===== src/rtl/msrv32_wb_arbiter.sv =====
// Write-back arbiter: merges pipeline (A) and long-latency (B) results into
// the register file write port, with read forwarding and B pending flags.
module msrv32_wb_arbiter #(
   parameter int FIFO_DEPTH = 4,
   parameter int STARVE_MAX = 8
) (
   input  logic        ms_riscv32_mp_clk_in,
   input  logic        ms_riscv32_mp_rst_in,
   input  logic        a_valid_in,
   input  logic [4:0]  a_rd_addr_in,
   input  logic [31:0] a_data_in,
   input  logic        b_valid_in,
   output logic        b_ready_out,
   input  logic [4:0]  b_rd_addr_in,
   input  logic [31:0] b_data_in,
   output logic        wr_en_out,
   output logic [4:0]  rd_addr_out,
   output logic [31:0] rd_out,
   input  logic [4:0]  rs1_addr_in,
   input  logic [4:0]  rs2_addr_in,
   input  logic [31:0] rs1_rf_in,
   input  logic [31:0] rs2_rf_in,
   output logic [31:0] rs1_out,
   output logic [31:0] rs2_out,
   output logic        rs1_pending_out,
   output logic        rs2_pending_out,
   output logic        stall_req_out
);

   localparam int AW = $clog2(FIFO_DEPTH);
   localparam int CW = AW + 1;
   localparam int SW = $clog2(STARVE_MAX + 1);

   logic [4:0]    fifo_rd_q   [FIFO_DEPTH];
   logic [4:0]    fifo_rd_d   [FIFO_DEPTH];
   logic [31:0]   fifo_data_q [FIFO_DEPTH];
   logic [31:0]   fifo_data_d [FIFO_DEPTH];
   logic [AW-1:0] wptr_q, wptr_d;
   logic [AW-1:0] rptr_q, rptr_d;
   logic [CW-1:0] count_q, count_d;
   logic [SW-1:0] starve_q, starve_d;
   logic          wr_en_q, wr_en_d;
   logic [4:0]    rd_addr_q, rd_addr_d;
   logic [31:0]   rd_q, rd_d;

   logic          a_win, empty, deq, enq;
   logic [AW-1:0] off;
   logic          p1, p2;

   assign b_ready_out = !ms_riscv32_mp_rst_in
                        & (count_q < CW'(FIFO_DEPTH));

   always_comb begin
      a_win     = a_valid_in & (a_rd_addr_in != 5'd0);
      empty     = (count_q == '0);
      deq       = !a_win & !empty;
      enq       = b_valid_in & b_ready_out & (b_rd_addr_in != 5'd0);
      wr_en_d   = 1'b0;
      rd_addr_d = rd_addr_q;
      rd_d      = rd_q;
      if (a_win) begin
         wr_en_d   = 1'b1;
         rd_addr_d = a_rd_addr_in;
         rd_d      = a_data_in;
      end else if (deq) begin
         wr_en_d   = 1'b1;
         rd_addr_d = fifo_rd_q[rptr_q];
         rd_d      = fifo_data_q[rptr_q];
      end
      fifo_rd_d   = fifo_rd_q;
      fifo_data_d = fifo_data_q;
      if (enq) begin
         fifo_rd_d[wptr_q]   = b_rd_addr_in;
         fifo_data_d[wptr_q] = b_data_in;
      end
      wptr_d  = enq ? wptr_q + AW'(1) : wptr_q;
      rptr_d  = deq ? rptr_q + AW'(1) : rptr_q;
      count_d = count_q;
      if (enq && !deq)
         count_d = count_q + CW'(1);
      else if (deq && !enq)
         count_d = count_q - CW'(1);
      // Starvation only accrues while A holds off a waiting entry
      starve_d = starve_q;
      if (empty || deq)
         starve_d = '0;
      else if (a_win && starve_q != SW'(STARVE_MAX))
         starve_d = starve_q + SW'(1);
   end

   always_comb begin
      p1  = 1'b0;
      p2  = 1'b0;
      off = '0;
      for (int i = 0; i < FIFO_DEPTH; i++) begin
         off = AW'(i) - rptr_q;
         if ({1'b0, off} < count_q) begin
            if (fifo_rd_q[i] == rs1_addr_in) p1 = 1'b1;
            if (fifo_rd_q[i] == rs2_addr_in) p2 = 1'b1;
         end
      end
      rs1_pending_out = p1 & (rs1_addr_in != 5'd0);
      rs2_pending_out = p2 & (rs2_addr_in != 5'd0);
      rs1_out = (wr_en_q && rd_addr_q == rs1_addr_in
                 && rs1_addr_in != 5'd0) ? rd_q : rs1_rf_in;
      rs2_out = (wr_en_q && rd_addr_q == rs2_addr_in
                 && rs2_addr_in != 5'd0) ? rd_q : rs2_rf_in;
   end

   assign stall_req_out = (starve_q >= SW'(STARVE_MAX));
   assign wr_en_out     = wr_en_q;
   assign rd_addr_out   = rd_addr_q;
   assign rd_out        = rd_q;

   always_ff @(posedge ms_riscv32_mp_clk_in) begin
      fifo_rd_q   <= fifo_rd_d;
      fifo_data_q <= fifo_data_d;
   end

   always_ff @(posedge ms_riscv32_mp_clk_in or posedge ms_riscv32_mp_rst_in) begin
      if (ms_riscv32_mp_rst_in) begin
         wptr_q    <= '0;
         rptr_q    <= '0;
         count_q   <= '0;
         starve_q  <= '0;
         wr_en_q   <= 1'b0;
         rd_addr_q <= '0;
         rd_q      <= '0;
      end else begin
         wptr_q    <= wptr_d;
         rptr_q    <= rptr_d;
         count_q   <= count_d;
         starve_q  <= starve_d;
         wr_en_q   <= wr_en_d;
         rd_addr_q <= rd_addr_d;
         rd_q      <= rd_d;
      end
   end

endmodule


===== config.mk =====
export PLATFORM = sky130hd
export DESIGN_NAME = msrv32_wb_arbiter
export DESIGN_NICKNAME = d
export VERILOG_FILES = /design/src/rtl/msrv32_wb_arbiter.sv
export SDC_FILE = /design/constraint.sdc
export NUM_CORES = 1
export LEC_CHECK = 0
export ABC_AREA = 1
export ABC_CLOCK_PERIOD_IN_PS = 3200
export CAP_MARGIN = 20
export CORE_UTILIZATION = 45
export DETAILED_ROUTE_END_ITERATION = 8
export GPL_TIMING_DRIVEN = 1
export PLACE_DENSITY = 0.75
export SETUP_SLACK_MARGIN = 0.3
export SLEW_MARGIN = 20
export SYNTH_ARGS = -nofsm -noshare
export SYNTH_HDL_FRONTEND = slang
export SYNTH_SLANG_ARGS = --single-unit

===== constraint.sdc =====
create_clock -name ms_riscv32_mp_clk_in -period 3.2 [get_ports ms_riscv32_mp_clk_in]
set_clock_uncertainty 0.15 [all_clocks]
set_input_delay 0.64 -clock ms_riscv32_mp_clk_in [delete_from_list [all_inputs] [get_ports ms_riscv32_mp_clk_in]]
set_output_delay 0.64 -clock ms_riscv32_mp_clk_in [all_outputs]
set_load 0.1 [all_outputs]

==> impl_results.md <==
- Vias in the first global route: 8051
- Fin crit period: 3.04 ns
- Root Buffer: clkbuf_16
- Critical Path Slowest Stage Cell: dfrtp_2
- Slew @ Worst Pin: 0.848 ns
- Gp weighted congestion: 0.921
- CTS buffer count: 17
- Nets: 1478
- Status: finished clean
- Critical Path RT: 2.41 ns
- CTS tree: built
- Cell Area, Synth: 9580 µm²
- Synth Warn #: 0
- I/O pin total: 258
- Adder-Cell Fraction of Synth Area: 1.65%
- First-pass GRT wire length: 47600 µm
- Clock power share: 17.7%
- R2R setup slack: 0.76 ns
- DPL Wire Length: 22300 µm
- Multi-input logic area: 4520 µm²
- Type of origin of the critical path: register
- Combinational power share: 55.6%
- R2R cell count: 9
- GR Overflow Total: 0
- Post-synthesis cell count: 1010
- Clock Latency Late Sink: 0.43 ns
- Leak: 6.29 nW
- Met3 wire length: 2410 µm
- Switching part of the total: 49.7%
- Die Y: 148 µm
- Crit-path max cell delay: 0.45 ns
- Site Rows: 53
- CP Data Arrival Time: 2.25 ns
- DRC Markers: 0
- Cell mode on critical path: buf_12
- Seq/Total Area, Yosys: 59.2%
- Clk slew on worst S/H paths: 0.08 ns
- Die width: 148 µm
- Max transition margin: 43.3%
- ANT nets after route: 0
- Max Root-Sink Buffers: 2
- Routed vias/inst: 5.47
- Final Hold Viols: 0
- Mux contribution to synthesized area: 0%
- Largest fanout on the critical path: 12
- Post-Synth Simple-Gate Area: 25.4%
- Max_cap viols: 0
- Share of post-route cells with drive strength above 1: 31.3%
- Hold Crit Endpoint: rd_out[20]$_DFFE_PP0P_
- DRT iter0 DRCs: 672
- Syn_area_per_cell: 9.48 µm²
- P per Cell Area: 858 nW/µm²
- XOR/XNOR share of the synthesized area: 3.29%
- Core area: 21000 µm²
- RR Endpoint: count_q[2]$_DFFE_PP0P_
- Clk sink count: 197
- Fmax: 329 MHz
- Max rail drop VDD: 0.562 mV
- DRT Pass-1 Iters: 5
- Sequential cell area: 5680 µm²
- H-Tree Depth: 4
- Port Buffers: 257
- Pin count of the biggest net entering global routing: 38
- Synth cell types: 34
- Final core utilization: 74.2%
- Largest family of logic cells by synthesized area: simple AND/OR/NAND/NOR gates
- M1 WL: 13300 µm
- Worst R2R Start: count_q[2]$_DFFE_PP0P_
- Crit end category: output pin
- Number of antenna violations at the first check in global routing: 2
- Psw: 6.62 mW
- CP Cell Sequence: buf_6 > xor2_4 > nor3_4 > buf_12 > buf_12 > nand3_1 > nand2_2 > buf_12
- GRT Total Usage: 29.3%
- Critical path class: reg -> out
- RSZ-0062 raised after global routing: true
- Seq cells post-synth: 197
- Syn nets: 1174
- Area grow syn2layout: 62.3%
- Post-Place Worst Slack: -0.00487 ns
- Routed len/inst: 21.3 µm
- Slew Viols, Final: 0
- Top Metal Used: met4
- Fin crit share: 94.9%
- Endpoints failing setup: 0
- Compound-Gate Fraction of Synth Area: 5.11%
- Via count: 8780
- Reg power frac: 26.7%
- Int Power: 6.71 mW
- Worst Hold Class: reg -> reg
- Initial core utilization: 45.7%
- Filler Cell Count: 1321
- WHS Path Cells: 4
- # hold bufs at CTS: 0
- Die area: 21900 µm²
- Routed wl met2: 16800 µm
- Total Wirelength: 34200 µm
- Final worst setup slack: 0.163 ns
- Hold_sp: fifo_data_q[52]$_DFFE_PP_
==> flip-flops by register name, summed over array words and instances, names as in the netlist <==
signal	count
starve_q	4
rd_out	32
wr_en_out	1
wptr_q	2
fifo_data_q	128
rptr_q	2
count_q	3
rd_addr_out	5
fifo_rd_q	20
==> through the flow <==
stage	area (µm²)	total power, mW	setup TNS [ns]	hold WS, ns	cells
finish	15500	13.3	0	0.418	1604
global route	15500	13.8	0	0.449	1604
CTS	14700	12.8	0	0.422	1591
detailed placement	13500	10.1	-0.00546	0.394	1537
global placement	13500	10.1	0	0.394	1537
floorplan	9920	7.93	0	0.378	1010
==> how the worst max path moves through the flow <==
stage / from / to / slack, ns / cells past startpoint
finish: rd_addr_out[2]$_DFFE_PP0P_ / rs1_out[29] / 0.16 / 8
global route: rd_addr_out[2]$_DFFE_PP0P_ / rs1_out[29] / 0.09 / 8
CTS: rs1_addr_in[4] / rs1_out[17] / 0.21 / 10
detailed placement: rs1_addr_in[3] / rs1_out[17] / -0.005 / 11
global placement: rs1_addr_in[4] / rs1_out[17] / 0.005 / 10
floorplan: rs2_addr_in[4] / rs2_out[12] / 0.26 / 7
==> layout make-up <==
type | count | share of cell area, %
antenna | 2 | 0.0322
clock buffer | 17 | 2.74
clock inverter | 15 | 1.52
inverter | 62 | 1.51
multi-input combinational | 701 | 29.1
sequential | 197 | 36.6
tap | 275 | 2.21
timing repair buffer | 335 | 26.3
==> critical path: cells and delay by family (launching register included) <==
| family | cells | cell delay [ns] |
|---|---|---|
| XOR/XNOR | 1 | 0.18 |
| AND/OR/NAND/NOR | 3 | 0.54 |
| buffers and inverters | 4 | 0.64 |
| flip-flops | 1 | 0.45 |
==> power groups by stage <==
| stage | clock, mW | combinational, mW | sequential [mW] |
|---|---|---|---|
| CTS | 2.38 | 6.95 | 3.51 |
| finish | 2.35 | 7.41 | 3.56 |
| floorplan | 0 | 3.07 | 4.86 |
| global route | 2.48 | 7.74 | 3.60 |
| global placement | 0 | 6.51 | 3.55 |
| detailed placement | 0 | 6.58 | 3.56 |
==> cells in the mapped netlist (all sizes together) <==
| cell | number | area share [%] |
|---|---|---|
| xor2 | 20 | 1.8 |
| nor3 | 8 | 0.76 |
| xnor2 | 16 | 1.5 |
| o211ai | 22 | 1.7 |
| o22ai | 1 | 0.065 |
| o21a | 1 | 0.078 |
| edfxtp | 148 | 46 |
| nand3 | 71 | 3.7 |
| inv | 62 | 2.4 |
| a22oi | 2 | 0.16 |
| a21oi | 4 | 0.21 |
| fa | 1 | 0.21 |
| ha | 11 | 1.4 |
| dfrtp | 49 | 13 |
| nor2 | 54 | 2.4 |
| nand4 | 30 | 2.0 |
| a22o | 1 | 0.091 |
| buf | 41 | 2.5 |
| o21ai | 39 | 2.8 |
| nand2 | 419 | 17 |
| clkbuf | 9 | 0.37 |
| or2 | 1 | 0.065 |
==> layer usage <==
metal | global-route usage (%) | vias up
met5 | 0 | -
met1 | 38.0 | 4269
met4 | 11.1 | 0
li1 | - | 3957
met2 | 49.4 | 437
met3 | 4.85 | 117
==> logic make-up after synthesis <==
kind of cell    count (synthesis)
simple gates                  583
buf+inv                       112
compound gates                 70
flops                         197
xor+xnor                       36
fa+ha+maj                      12
==> repair_timing <==
action,in CTS,in global routing
setup buffers,16,6
resized for setup,70,167
cloned,6,5
endpoints found under the hold margin,0,0
endpoints found under the setup margin,66,66
pin swaps,15,22
==> cell usage in the layout, fill, tap and decap left out, types with 3 or more instances in the layout <==
master and n:
xor2_1 18, inv_8 3, o21ai_0 19, nand2_2 21
dfrtp_1 41, a21oi_1 4, nor3_4 3, nand3_2 25
ha_1 10, nand4_1 30, o21ai_4 18, clkdlybuf4s50_1 141
inv_2 10, nor2_1 38, bufinv_16 4, nor2_4 13
nand2_8 3, dfrtp_2 8, buf_16 6, nor3_1 4
buf_4 85, edfxtp_1 148, nand2_1 311, inv_1 51
inv_6 3, buf_12 79, xnor2_1 15, buf_6 9
nand2_4 84, nor2_2 3, dlygate4sd2_1 5, nand3_1 46
o211ai_1 22, clkbuf_16 21
Note: power is estimated with default switching activity, not from simulation.
